===== src/rtl/lock_reg_read_port.sv =====
// Read port for a bank of lockable config registers: 4-phase req/ack, locked data
// only to trusted requesters. Optional audit outputs under LOCK_READ_AUDIT_EN.
module lock_reg_read_port #(
    parameter int                 NUM_REGS   = 4,
    parameter int                 ADDR_W     = 2,
    parameter int                 DATA_W     = 16,
    parameter logic [DATA_W-1:0]  MASK_VALUE = 16'h0000,
    parameter int                 CNT_W      = 8
) (
    input  logic                         Clk,
    input  logic                         resetn,
    input  logic [NUM_REGS*DATA_W-1:0]   reg_data,
    input  logic [NUM_REGS-1:0]          reg_lock,
    input  logic                         rd_req,
    input  logic [ADDR_W-1:0]            rd_addr,
    input  logic                         rd_trusted,
    input  logic                         cnt_clr,
    output logic                         rd_ack,
    output logic [DATA_W-1:0]            rd_data,
    output logic                         rd_err,
    output logic [CNT_W-1:0]             viol_count
`ifdef LOCK_READ_AUDIT_EN
    ,
    output logic [ADDR_W-1:0]            viol_addr,
    output logic                         viol_sticky
`endif
);

    typedef enum logic [1:0] {IDLE, CHECK, RESP} state_t;

    // One extra bit so the range check also works when NUM_REGS == 2**ADDR_W.
    localparam int              NUM_REGS_I = NUM_REGS;
    localparam logic [ADDR_W:0] NUM_REGS_W = NUM_REGS_I[ADDR_W:0];

    state_t              state_q, state_d;
    logic [ADDR_W-1:0]   addr_q, addr_d;
    logic                trusted_q, trusted_d;
    logic                rd_ack_q, rd_ack_d;
    logic [DATA_W-1:0]   rd_data_q, rd_data_d;
    logic                rd_err_q, rd_err_d;
    logic [CNT_W-1:0]    viol_count_q, viol_count_d;
    logic                viol_inc;
    logic                in_range;
    logic [DATA_W-1:0]   sel_data;
    logic                sel_lock;
`ifdef LOCK_READ_AUDIT_EN
    logic [ADDR_W-1:0]   viol_addr_q, viol_addr_d;
    logic                viol_sticky_q, viol_sticky_d;
`endif

    always_comb begin
        in_range = ({1'b0, addr_q} < NUM_REGS_W);
        sel_data = '0;
        sel_lock = 1'b0;
        for (int i = 0; i < NUM_REGS; i++) begin
            if (addr_q == i[ADDR_W-1:0]) begin
                sel_data = reg_data[i*DATA_W +: DATA_W];
                sel_lock = reg_lock[i];
            end
        end
    end

    always_comb begin
        state_d      = state_q;
        addr_d       = addr_q;
        trusted_d    = trusted_q;
        rd_ack_d     = 1'b0;
        rd_data_d    = rd_data_q;
        rd_err_d     = rd_err_q;
        viol_inc     = 1'b0;
        unique case (state_q)
            IDLE: begin
                if (rd_req) begin
                    addr_d    = rd_addr;
                    trusted_d = rd_trusted;
                    state_d   = CHECK;
                end
            end
            CHECK: begin
                if (!rd_req) begin
                    state_d = IDLE;
                end else begin
                    state_d = RESP;
                    if (!in_range) begin
                        rd_data_d = MASK_VALUE;
                        rd_err_d  = 1'b1;
                    end else if (sel_lock && !trusted_q) begin
                        rd_data_d = MASK_VALUE;
                        rd_err_d  = 1'b1;
                        viol_inc  = 1'b1;
                    end else begin
                        rd_data_d = sel_data;
                        rd_err_d  = 1'b0;
                    end
                end
            end
            RESP: begin
                if (rd_req) rd_ack_d = 1'b1;
                else        state_d  = IDLE;
            end
            default: state_d = IDLE;
        endcase

        // Clear beats a same-cycle increment; saturate rather than wrap.
        viol_count_d = viol_count_q;
        if (cnt_clr)                            viol_count_d = '0;
        else if (viol_inc && viol_count_q != '1) viol_count_d = viol_count_q + 1'b1;

`ifdef LOCK_READ_AUDIT_EN
        viol_addr_d   = viol_addr_q;
        viol_sticky_d = viol_sticky_q;
        if (cnt_clr) begin
            viol_addr_d   = '0;
            viol_sticky_d = 1'b0;
        end else if (viol_inc) begin
            viol_addr_d   = addr_q;
            viol_sticky_d = 1'b1;
        end
`endif
    end

    always_ff @(posedge Clk or negedge resetn) begin
        if (!resetn) begin
            state_q       <= IDLE;
            addr_q        <= '0;
            trusted_q     <= 1'b0;
            rd_ack_q      <= 1'b0;
            rd_data_q     <= '0;
            rd_err_q      <= 1'b0;
            viol_count_q  <= '0;
`ifdef LOCK_READ_AUDIT_EN
            viol_addr_q   <= '0;
            viol_sticky_q <= 1'b0;
`endif
        end else begin
            state_q       <= state_d;
            addr_q        <= addr_d;
            trusted_q     <= trusted_d;
            rd_ack_q      <= rd_ack_d;
            rd_data_q     <= rd_data_d;
            rd_err_q      <= rd_err_d;
            viol_count_q  <= viol_count_d;
`ifdef LOCK_READ_AUDIT_EN
            viol_addr_q   <= viol_addr_d;
            viol_sticky_q <= viol_sticky_d;
`endif
        end
    end

    assign rd_ack     = rd_ack_q;
    assign rd_data    = rd_data_q;
    assign rd_err     = rd_err_q;
    assign viol_count = viol_count_q;
`ifdef LOCK_READ_AUDIT_EN
    assign viol_addr   = viol_addr_q;
    assign viol_sticky = viol_sticky_q;
`endif

endmodule


===== config.mk =====
export PLATFORM = sky130hd
export DESIGN_NAME = lock_reg_read_port
export DESIGN_NICKNAME = d
export VERILOG_FILES = /design/src/rtl/lock_reg_read_port.sv
export SDC_FILE = /design/constraint.sdc
export NUM_CORES = 1
export LEC_CHECK = 0
export CAP_MARGIN = 20
export CORE_MARGIN = 4
export CORE_UTILIZATION = 41
export CTS_CLUSTER_DIAMETER = 40
export DETAILED_ROUTE_END_ITERATION = 16
export PLACE_DENSITY = 0.93
export SKIP_LAST_GASP = 1
export SLEW_MARGIN = 20
export SYNTH_ARGS = -nofsm -noshare
export SYNTH_HDL_FRONTEND = slang
export SYNTH_SLANG_ARGS = --single-unit
export TNS_END_PERCENT = 1

===== constraint.sdc =====
create_clock -name Clk -period 2.4 [get_ports Clk]
set_input_delay 0.36 -clock Clk [delete_from_list [all_inputs] [get_ports Clk]]
set_output_delay 0.36 -clock Clk [all_outputs]
set_load 0.01 [all_outputs]

==> impl_metrics.csv <==
group,metric,value,unit
floorplan,die-area,5470,µm²
placed_design,io_buffers,100,
final_layout,final_cell_mix,"100 x clkdlybuf4s50_1, 31 x dfrtp_1, 21 x o21ai_0",
power_and_ir_drop,leakage,1.25,nW
logic_synthesis,async_flop_share,100,%
logic_synthesis,seq_area_frac_synth,43.4,%
clock_network,clock-sinks,31,
final_layout,area_delta_synth_final,64.6,%
global_routing,grtUsageTotal,19.8,%
power_and_ir_drop,ir_drop,395,µV
clock_network,clk_latency,0.28,ns
final_layout,insertedDiodeCount,0,
floorplan,die_h,74.0,µm
timing,relSlewSlack,50.7,%
setup_path,worstSetupEndpointType,"register",
final_layout,layout_commonest_cell,"clkdlybuf4s50_1",
drt,firstDrtPassIters,4,
drt,wirelength,5230,µm
final_layout,final_cells,307,
timing,setup_viol,0,
clock_network,numCtsBuffers,5,
clock_network,post_cts_resized,0,
timing,clock.fmax,535,MHz
floorplan,core.rowCount,23,
logic_synthesis,syn_nets,229,
global_routing,grt_antenna_before_repair,0,
timing,rsz0062_at_grt,"false",
timing,tns,0,ns
clock_network,tritoncts,"built",
logic_synthesis,syn_inst,153,
logic_synthesis,synth_warnings,0,
global_routing,grt_pass1_vias,1758,
global_routing,grt_overflow,0,
global_routing,grt_pass1_wl,7990,µm
floorplan,coreArea,4120,µm²
run,maxCapViolCount,0,
setup_path,crit_fanout,17,
floorplan,start_util,43.4,%
drt,ant_nets,0,
clock_network,cts_buffer_depth,2,
setup_path,worst_ep_required_time,2.59,ns
power_and_ir_drop,powerDensity,789,nW/µm²
logic_synthesis,yosys.cell_types.count,33,
logic_synthesis,synthFlopType,"dfrtp_1",
final_layout,nets,332,
final_layout,finalInstanceArea,2940,µm²
timing,skew,0.00651,ns
floorplan,io_pins,101,
drt,vias_per_cell,5.43,
drt,drt_iter0_drc,95,
drt,dr_total_vias,1666,
drt,wire_per_inst,17.0,µm
setup_path,critPathLaunchType,"register",
clock_network,cts_root_buffer,"clkbuf_8",
setup_path,arrival,2.05,ns
placed_design,gp_congestion,0.743,
timing,report.final.hold_viol_count,0,
clock_network,htreeDepth,2,
logic_synthesis,synth_edf_count,0,
final_layout,drive_gt1_share,11.7,%
placed_design,hpwlAfterDp,4270,µm
logic_synthesis,avgSynthCellArea,11.7,µm²
clock_network,postCtsSetupRepairBufs,0,
floorplan,fp.dieW,74.0,µm
placed_design,placed_area,2820,µm²
worst_hold_path,min_path_type,"in2async",
drt,drc,0,
timing,worst_pin_slew,0.737,ns
timing,period_share,77.8,%
setup_path,worstSetupPathType,"reg2reg",
status,run_status,"finished, final reports clean",
timing,finalCriticalPeriod,1.87,ns
logic_synthesis,synth_area,1790,µm²
timing,drv_slew,0,
logic_synthesis,ys_ff_latch,31,
global_routing,grt_max_degree,32,
placed_design,dp_cells,299,
clock_network,cts_hold_buf,0,
clock_network,cts.clk_slew.worst_paths,0.07,ns
-- registers in the layout (all words and copies together) (netlist names) --
| register | flops |
|---|---|
| trusted_q | 1 |
| rd_err | 1 |
| rd_data | 16 |
| rd_ack | 1 |
| addr_q | 2 |
| viol_count | 8 |
| state_q | 2 |
-- cells in the mapped netlist (all sizes together), types with 3 or more instances --
| library cell | instances | area share, % |
|---|---|---|
| dfrtp | 31 | 43 |
| o21ai | 21 | 5.9 |
| nand2 | 19 | 4.4 |
| inv | 17 | 3.6 |
| mux4 | 16 | 21 |
| a21oi | 8 | 2.2 |
| buf | 6 | 2.8 |
| mux2 | 5 | 3.6 |
| o31ai | 4 | 1.7 |
| or4 | 4 | 1.7 |
| or3 | 3 | 1.1 |
-- cell families (layout without fill, tap and decap cells) --
logic type	after synthesis	after routing	synth area share, %
multiplexers	21	21	25.0
flip-flops	31	31	43.4
buffers and inverters	25	129	6.80
AO/OA/AOI/OAI	36	36	11.8
AND/OR/NAND/NOR	39	39	12.2
adder cells (fa/ha/maj)	1	1	0.701
-- worst paths after layout --
kind / from / end / slack, ns / cells after the start
hold / removal: resetn / rd_data[7]$_DFFE_PN0P_ / 0.47 / 2
setup / recovery: addr_q[0]$_DFFE_PN0P_ / rd_data[8]$_DFFE_PN0P_ / 0.53 / 4
setup reg to reg: addr_q[0]$_DFFE_PN0P_ / rd_data[8]$_DFFE_PN0P_ / 0.53 / 4
hold reg to reg: rd_data[7]$_DFFE_PN0P_ / rd_data[7]$_DFFE_PN0P_ / 0.48 / 2
min in group Clk: rd_data[7]$_DFFE_PN0P_ / rd_data[7]$_DFFE_PN0P_ / 0.48 / 2
max in group asynchronous: resetn / rd_data[9]$_DFFE_PN0P_ / 1.65 / 2
-- final cells by class --
type                       count  area [µm²]
tap                           50        62.6
clock inverter                 2        35.0
inverter                      17        63.8
fill                         278        1180
sequential                    31         776
timing repair buffer         104        1030
clock buffer                   6        82.6
multi-input combinational     97         888
-- layer usage --
layer	wire length, µm	vias up	GRT usage [%]	part of all wire [%]
li1	-	772	-	-
met3	400	11	5.95	7.7
met1	1840	802	20.5	35
met2	2870	81	36.8	55
met5	0	-	0	0
met4	113	0	8.45	2.2
-- power by group --
group	switching [W]	total [W]	internal, W
Combinational	0.000398	0.000992	0.000594
Clock	0.000189	0.000524	0.000335
Sequential	0.000116	0.000802	0.000686
-- critical path, cell delays in order, from the launching register on --
cell	delay, ns
dfrtp_1	0.55
mux2_4	0.35
a22oi_4	0.41
nand2_4	0.22
o21ai_0	0.24
-- stage by stage --
stage,hold slack (ns),worst slack [ns],power (W),util (%)
6_report,0.470,0.533,0.00232,71.4
5_1_grt,0.491,0.374,0.00245,71.4
3_5_place_dp,0.477,0.315,0.00182,68.6
2_1_floorplan,0.0644,0.820,0.00129,-
3_3_place_gp,0.464,0.397,0.00177,68.6
4_1_cts,0.475,0.515,0.00235,71.4
Note: power is estimated with default switching activity, not from simulation.
